--- config.mk ---
export PLATFORM = sky130hd
export DESIGN_NAME = dm_access_ctrl
export DESIGN_NICKNAME = d
export VERILOG_FILES = /design/src/rtl/dm_access_ctrl.sv
export SDC_FILE = /design/constraint.sdc
export NUM_CORES = 1
export LEC_CHECK = 0
export CORE_MARGIN = 10
export CORE_UTILIZATION = 48
export DETAILED_ROUTE_END_ITERATION = 8
export PLACE_DENSITY_LB_ADDON = 0.12
export SLEW_MARGIN = 20
export SYNTH_ARGS = -nofsm -noshare
export SYNTH_HDL_FRONTEND = slang
export SYNTH_SLANG_ARGS = --single-unit
--- constraint.sdc ---
create_clock -name clk -period 6.2 [get_ports clk]
set_clock_uncertainty 0.15 [all_clocks]
set_input_delay 1.24 -clock clk [delete_from_list [all_inputs] [get_ports clk]]
set_output_delay 1.24 -clock clk [all_outputs]
set_load 0.03 [all_outputs]
--- src/rtl/dm_access_ctrl.sv ---
// Data-memory access controller for the MEM stage.
// Runs one req/ack bus transaction per load/store, stalls the pipeline while
// it is in flight, aborts on timeout, replicates store data across lanes and
// aligns/extends load data before writeback.
module dm_access_ctrl #(
    parameter int unsigned TIMEOUT = 16,
    parameter int unsigned CNT_W   = 8
) (
    input  logic        clk,
    input  logic        rst,
    input  logic        MemRead,
    input  logic        MemWrite,
    input  logic [31:0] Addr,
    input  logic [31:0] WData,
    input  logic [3:0]  Membe,
    input  logic        Sign,
    output logic        Stall,
    output logic [31:0] RData,
    output logic        RValid,
    output logic        AddrErr,
    output logic        BusErr,
    output logic        bus_req,
    output logic        bus_we,
    output logic [31:0] bus_addr,
    output logic [3:0]  bus_be,
    output logic [31:0] bus_wdata,
    input  logic [31:0] bus_rdata,
    input  logic        bus_ack
);

    typedef enum logic [1:0] {
        S_IDLE = 2'd0,
        S_BUS  = 2'd1,
        S_DONE = 2'd2
    } state_t;

    state_t           state;
    state_t           state_nx;
    logic [CNT_W-1:0] cnt;
    logic             sign_q;
    logic             acc;
    logic             misalign;
    logic             start;
    logic             timeout_hit;
    logic [31:0]      wdata_rep;
    logic [31:0]      rdata_aln;
    logic [15:0]      half_sel;
    logic [7:0]       byte_sel;

    // Access decode, alignment check and timeout compare
    always_comb begin
        acc         = MemRead | MemWrite;
        misalign    = ((Membe == 4'b1111) && (Addr[1:0] != 2'b00)) ||
                      (((Membe == 4'b0011) || (Membe == 4'b1100)) && Addr[0]);
        timeout_hit = (cnt == CNT_W'(TIMEOUT - 1));
    end

    // Store data lane replication by access width
    always_comb begin
        wdata_rep = WData;
        case (Membe)
            4'b1111:                            wdata_rep = WData;
            4'b0011, 4'b1100:                   wdata_rep = {2{WData[15:0]}};
            4'b0001, 4'b0010, 4'b0100, 4'b1000: wdata_rep = {4{WData[7:0]}};
            default:                            wdata_rep = WData;
        endcase
    end

    // Load data lane select and sign/zero extension, keyed off latched lane enable
    always_comb begin
        rdata_aln = bus_rdata;
        half_sel  = bus_rdata[15:0];
        byte_sel  = bus_rdata[7:0];
        case (bus_be)
            4'b0011: begin
                half_sel  = bus_rdata[15:0];
                rdata_aln = {{16{sign_q & half_sel[15]}}, half_sel};
            end
            4'b1100: begin
                half_sel  = bus_rdata[31:16];
                rdata_aln = {{16{sign_q & half_sel[15]}}, half_sel};
            end
            4'b0001: begin
                byte_sel  = bus_rdata[7:0];
                rdata_aln = {{24{sign_q & byte_sel[7]}}, byte_sel};
            end
            4'b0010: begin
                byte_sel  = bus_rdata[15:8];
                rdata_aln = {{24{sign_q & byte_sel[7]}}, byte_sel};
            end
            4'b0100: begin
                byte_sel  = bus_rdata[23:16];
                rdata_aln = {{24{sign_q & byte_sel[7]}}, byte_sel};
            end
            4'b1000: begin
                byte_sel  = bus_rdata[31:24];
                rdata_aln = {{24{sign_q & byte_sel[7]}}, byte_sel};
            end
            default: rdata_aln = bus_rdata;
        endcase
    end

    // Next-state logic plus combinational Stall/AddrErr
    always_comb begin
        state_nx = state;
        Stall    = 1'b0;
        AddrErr  = 1'b0;
        start    = 1'b0;
        case (state)
            S_IDLE: begin
                if (acc) begin
                    if (misalign) begin
                        AddrErr = 1'b1;
                    end else begin
                        Stall    = 1'b1;
                        start    = 1'b1;
                        state_nx = S_BUS;
                    end
                end
            end
            S_BUS: begin
                Stall = 1'b1;
                if (bus_ack || timeout_hit) begin
                    state_nx = S_DONE;
                end
            end
            S_DONE: begin
                // Same instruction is still presented here; never reissue it
                state_nx = S_IDLE;
            end
            default: state_nx = S_IDLE;
        endcase
    end

    // State register
    always_ff @(posedge clk or posedge rst) begin
        if (rst) begin
            state <= S_IDLE;
        end else begin
            state <= state_nx;
        end
    end

    // Bus request, completion pulses and timeout counter
    always_ff @(posedge clk or posedge rst) begin
        if (rst) begin
            bus_req <= 1'b0;
            RValid  <= 1'b0;
            BusErr  <= 1'b0;
            cnt     <= '0;
        end else begin
            bus_req <= (state_nx == S_BUS);
            RValid  <= (state == S_BUS) && (bus_ack || timeout_hit);
            BusErr  <= (state == S_BUS) && !bus_ack && timeout_hit;
            if (start) begin
                cnt <= '0;
            end else if ((state == S_BUS) && !bus_ack) begin
                cnt <= cnt + CNT_W'(1);
            end
        end
    end

    // Transaction attributes held stable from launch until the next access
    always_ff @(posedge clk or posedge rst) begin
        if (rst) begin
            bus_addr  <= '0;
            bus_be    <= '0;
            bus_we    <= 1'b0;
            bus_wdata <= '0;
            sign_q    <= 1'b0;
        end else if (start) begin
            bus_addr  <= {Addr[31:2], 2'b00};
            bus_be    <= Membe;
            bus_we    <= MemWrite;
            bus_wdata <= wdata_rep;
            sign_q    <= Sign;
        end
    end

    // Load writeback data; stores and timeouts leave it untouched
    always_ff @(posedge clk or posedge rst) begin
        if (rst) begin
            RData <= '0;
        end else if ((state == S_BUS) && bus_ack && !bus_we) begin
            RData <= rdata_aln;
        end
    end

endmodule
---- Yosys cells after proc, flatten, opt, wreduce, memory -nomap -nowiden ----
Index checks and enable logic that the tools add are counted.
Widths: inputs -> output; s select.
cells by class
  add/sub/neg operators ................... 1
  multiply operators ...................... 0
  div/mod/pow operators ................... 0
  $lt $le $gt $ge ......................... 0
  equality and inequality tests ........... 16
  shift-type cells ........................ 0
  mux-type cells .......................... 15
  bitwise logic cells ..................... 5
  reduce and logical (&&, ||, !) cells .... 17
operators with widths
  cell                 number
  $pmux 32 s6          1
  $pmux 32 s2          1
  $eq 4x4->1 const B   5
  $eq 4x2->1 const B   4
  $mux 8               2
  $add 8x1->8 const B  1
  $eq 4x1->1 const B   2
  $eq 4x3->1 const B   2
  $eq 8x4->1 const B   1
  $logic_and 1x1->1    7
  $mux 1               6
  $mux 2               3
  $and 1x1->1          4
  $eq 2x1->1 const B   2
  $pmux 2 s2           1
  $reduce_bool 2->1    2
  $reduce_or 4->1      1
  $logic_or 1x1->1     3
  $logic_not 1->1      2
  $logic_not 2->1      1
  $pmux 1 s2           1
  $reduce_or 2->1      1
  $or 1x1->1           1
word-level totals
  flip-flop bits (word level) ............. 113
  bits in latches ......................... 0
  memory bits (writable) .................. 0
  memory bits (read-only) ................. 0
  input bits .............................. 106
  logic and storage cells ................. 65
  memories kept ........................... 0

---- Longest topological paths before layout ----
  word-level depth ........................ 8
  gate-level depth with buffers ........... 7
  mapped depth without buffers ............ 5

---- Least setup slack after synthesis ----
No wires, ideal clock.
  path kind ............................... input-to-output
  from .................................... input Membe[0]
  to ...................................... output AddrErr
  arrival time ............................ 2.734 ns
  data required time ...................... 4.810 ns
  slack ................................... 2.076 ns
  stages on the path ...................... 5
  buffers on the path ..................... 2
  cells stage by stage .................... buf_4 -> and4bb_2 -> nand2_4 -> clkbuf_1 -> a21boi_0
on the way
  longest elaborated chain between the ends .. 7
RTL lines
  element                                          RTL line  text
  start: declaration                               15        input logic [3:0] Membe,
  $eq 4x2->1 / $eq 4x4->1 (equally long branches)  54        (((Membe == 4'b0011) || (Membe == 4'b1100)) && Addr[0]);
  $logic_or 1x1->1                                 54
  $logic_and 1x1->1                                54
  $logic_or 1x1->1 (*)                             53        misalign = ((Membe == 4'b1111) && (Addr[1:0] != 2'b00)) ||
  $mux 1 (*)                                       112       if (misalign) begin
  $mux 1 (*)                                       111       if (acc) begin
  $mux 1 (*)                                       109       case (state)
  end: declaration                                 20        output logic AddrErr,
Every way passes the cells marked *; elsewhere a longest branch is shown, timed or not.

---- Worst setup path in the final report ----
  from .................................... input Membe[2]
  to ...................................... output Stall
on the way
  longest elaborated chain between the ends .. 7
RTL lines
  element                                          RTL line  text
  $eq 4x2->1 / $eq 4x4->1 (equally long branches)  54
  $logic_or 1x1->1                                 54
  $logic_and 1x1->1                                54
  $logic_or 1x1->1 (*)                             53
  $mux 1 (*)                                       112
  $mux 1 (*)                                       111
  $pmux 1 s2 (*)                                   109
  end: declaration                                 17        output logic Stall,
Marks and branches as above.

==> reports/summary.txt <==
M2 GR Usage = 36.1%
pwr/cell area = 587 nW/um^2
critical path arrival = 3660 ps
Cell Area, Synth = 5580 um^2
Final GP Congestion = 0.897
combinational family with the most area after synthesis = compound AO/OA/AOI/OAI gates
Fmax = 198 MHz
fin. max-slew vios = 0
CTS Sinks = 113
multi-input logic area = 2520 um^2
Least-Margin Pin Slew = 956 ps
aggregate global-route resource usage = 22.1%
Yosys warnings = 0
ys async rst share = 100%
met3 Use GR = 8.97%
vias = 4995
Setup TNS Final = 0 ps
slew margin rel. = 36.0%
Mapped Cells = 520
number of antenna violations at the first check in global routing = 0
largest net degree at the start of global routing = 84
CTS Hold Bufs = 0
fin area = 8280 um^2
Setup Crit Path Kind = in -> out
# DRC = 0
DRT iter0 DRCs = 527
multiplexer area fraction after synthesis = 11.0%
# Post-CTS Setup Buffers = 0
outcome = completed
Die Wd = 128 um
Remaining Overflow, GRT = 0
Initial Util = 48.8%
xor/xnor share of the synthesized area = 1.86%
syn_area_per_cell = 10.7 um^2
drt pass-1 iters = 5
register bit total from synthesis = 113
final setup violation count = 0
Final Hold Violating Endpoints = 0
met1 GRT Util = 26.2%
static leakage = 3.37 nW
Worst setup SP type = input port
fin crit period = 5050 ps
global-route wire length before repair = 28800 um
P&R area growth vs syn = 48.5%
max_cap viols = 0
Clock Latency Late Sink = 410 ps
Antenna Nets Post-Route = 0
RSZ-0062 raised after global routing = no
Max IR drop VDD = 0.412 mV
DP Area = 7660 um^2
register area share after synthesis = 50.7%
clk root buf = clkbuf_16
area leader, netlist = dfrtp_1
die footprint = 16300 um^2
# rows = 39
Crit path required time = 4810 ps
Seq. cell area = 2830 um^2
post-layout net count = 821
Inserted Clock Buffers = 17
H-tree depth = 4
CTS resizes = 0
I/O Buffers = 209
Clock Path Buffers = 2
ranking of synthesized cells by area = dfrtp_1 51%, a21oi_1 7.2%, mux2_2 6.9%
core area = 11400 um^2
# fillers = 850
crit-path max FO = 13
io pins = 212
Post-synth EDFFs = 0
Adder-Cell Fraction of Synth Area = 0.224%
TritonCTS clock tree = built
period utilization = 81.5%
CP Capture Type = output port
vias in the first global route = 5210
Distinct cells, synth = 56
via-per-instance ratio = 5.74
share of layout cells above drive strength 1 = 13.8%
Hold Path Class = reg -> reg
Detailed Place HPWL = 12900 um
share of the synthesized area in the top cell type = 50.7%
total routed wirelength = 18100 um
Synth Area in Compound Gates = 19.0%
post-synthesis simple-gate area fraction = 12.6%
Die Y-Extent = 128 um
wire per inst = 20.8 um
CTS clk-pin slew, worst paths = 50 ps
gr busiest metal = met2
n_diodes = 0
Top FF cell, synth = dfrtp_1
==> flip-flops by register name, summed over array words and instances (netlist names), 2 cells and up <==
| signal | flops |
|---|---|
| bus_addr | 30 |
| RData | 32 |
| state | 2 |
| cnt | 8 |
| bus_wdata | 32 |
| bus_be | 4 |
==> cells in the final DEF, fill, tap and decap left out, types with 2 or more instances in the layout <==
cell,count
xnor2_2,2
mux2_4,10
bufinv_16,3
xor2_1,6
a21oi_1,80
o21ai_1,2
clkbuf_8,2
clkbuf_16,17
nor3b_2,3
buf_4,6
mux2i_1,8
and2_1,12
a31oi_1,41
nor2_1,47
o211ai_1,8
inv_1,3
conb_1,2
nand2_1,12
nand3b_1,11
nand3_1,13
clkinv_2,6
a21boi_0,2
and3_1,9
nor3b_1,2
o31ai_1,3
a211oi_1,2
nor3_2,2
mux2_2,34
dfrtp_1,113
a2bb2oi_1,8
clkbuf_1,2
a22oi_1,8
nand4_1,2
o21ai_0,8
o21ba_2,2
clkdlybuf4s50_1,209
xnor2_1,3
==> stage by stage <==
stage	setup WS [ps]	instances	hold WS (ps)	util (%)	power [mW]
5_1_grt	996	870	363	72.5	5.12
2_1_floorplan	1820	521	370	-	2.90
3_5_place_dp	1160	838	346	67.1	3.87
4_1_cts	1150	870	359	72.4	4.88
3_3_place_gp	1190	838	337	67.1	3.82
6_report	1150	870	354	72.5	4.86
==> final cells by class <==
cell class              instances  share of cell area (%)
well taps                     143                    2.16
multi-input cells             363                    30.4
flip-flops and latches        113                    34.1
clock buffers                  21                    5.56
inverters                       4                   0.242
clock inverters                11                    1.65
repair buffers                215                    25.8
==> worst paths after layout <==
check	from	endpoint	cells after the start	slack [ps]
worst max-delay path	Membe[2]	Stall	6	1150
worst min-delay path	bus_wdata[1]	bus_wdata[1]	1	350
worst max register to register	bus_be[2]	RData[25]	4	3380
worst min register to register	bus_wdata[1]	bus_wdata[1]	1	350
max in group asynchronous	rst	RData[31]	3	3750
min in group asynchronous	rst	RData[19]	2	1190
==> critical path, cell delays in order <==
cell and delay (ps):
clkdlybuf4s50_1 580, o211a_1 260, o211ai_4 370, nand3_2 370, nand2_1 140, clkdlybuf4s50_1 680
==> logic make-up (layout without fill, tap and decap cells) <==
logic type	count (synthesis)	in the layout
buffers and inverters	45	251
other	1	2
adder cells (fa/ha/maj)	1	1
XOR/XNOR	11	11
AO/OA/AOI/OAI	172	172
flip-flops	113	113
AND/OR/NAND/NOR	125	125
multiplexers	52	52
==> Yosys cell counts (all sizes together) (9+ instances only) <==
library cell	count
a21oi	80
a31oi	41
and2	12
and3	10
buf	24
clkbuf	17
dfrtp	113
mux2	44
nand2	13
nand3	14
nand3b	11
nor2	47
o211ai	9
o21ai	10
==> per-layer routing <==
layer  share of wire [%]  wire length, um
met5                   0                0
met4                 1.3              233
met3                  10             1810
met2                  49             8910
met1                  39             7100
==> power by group <==
group	switching, mW	internal, mW	leakage (nW)
logic	1.43	1.09	1.76
clock network	0.336	0.648	0.296
registers	0.271	1.09	1.31
(Power assumes the default switching activity.)
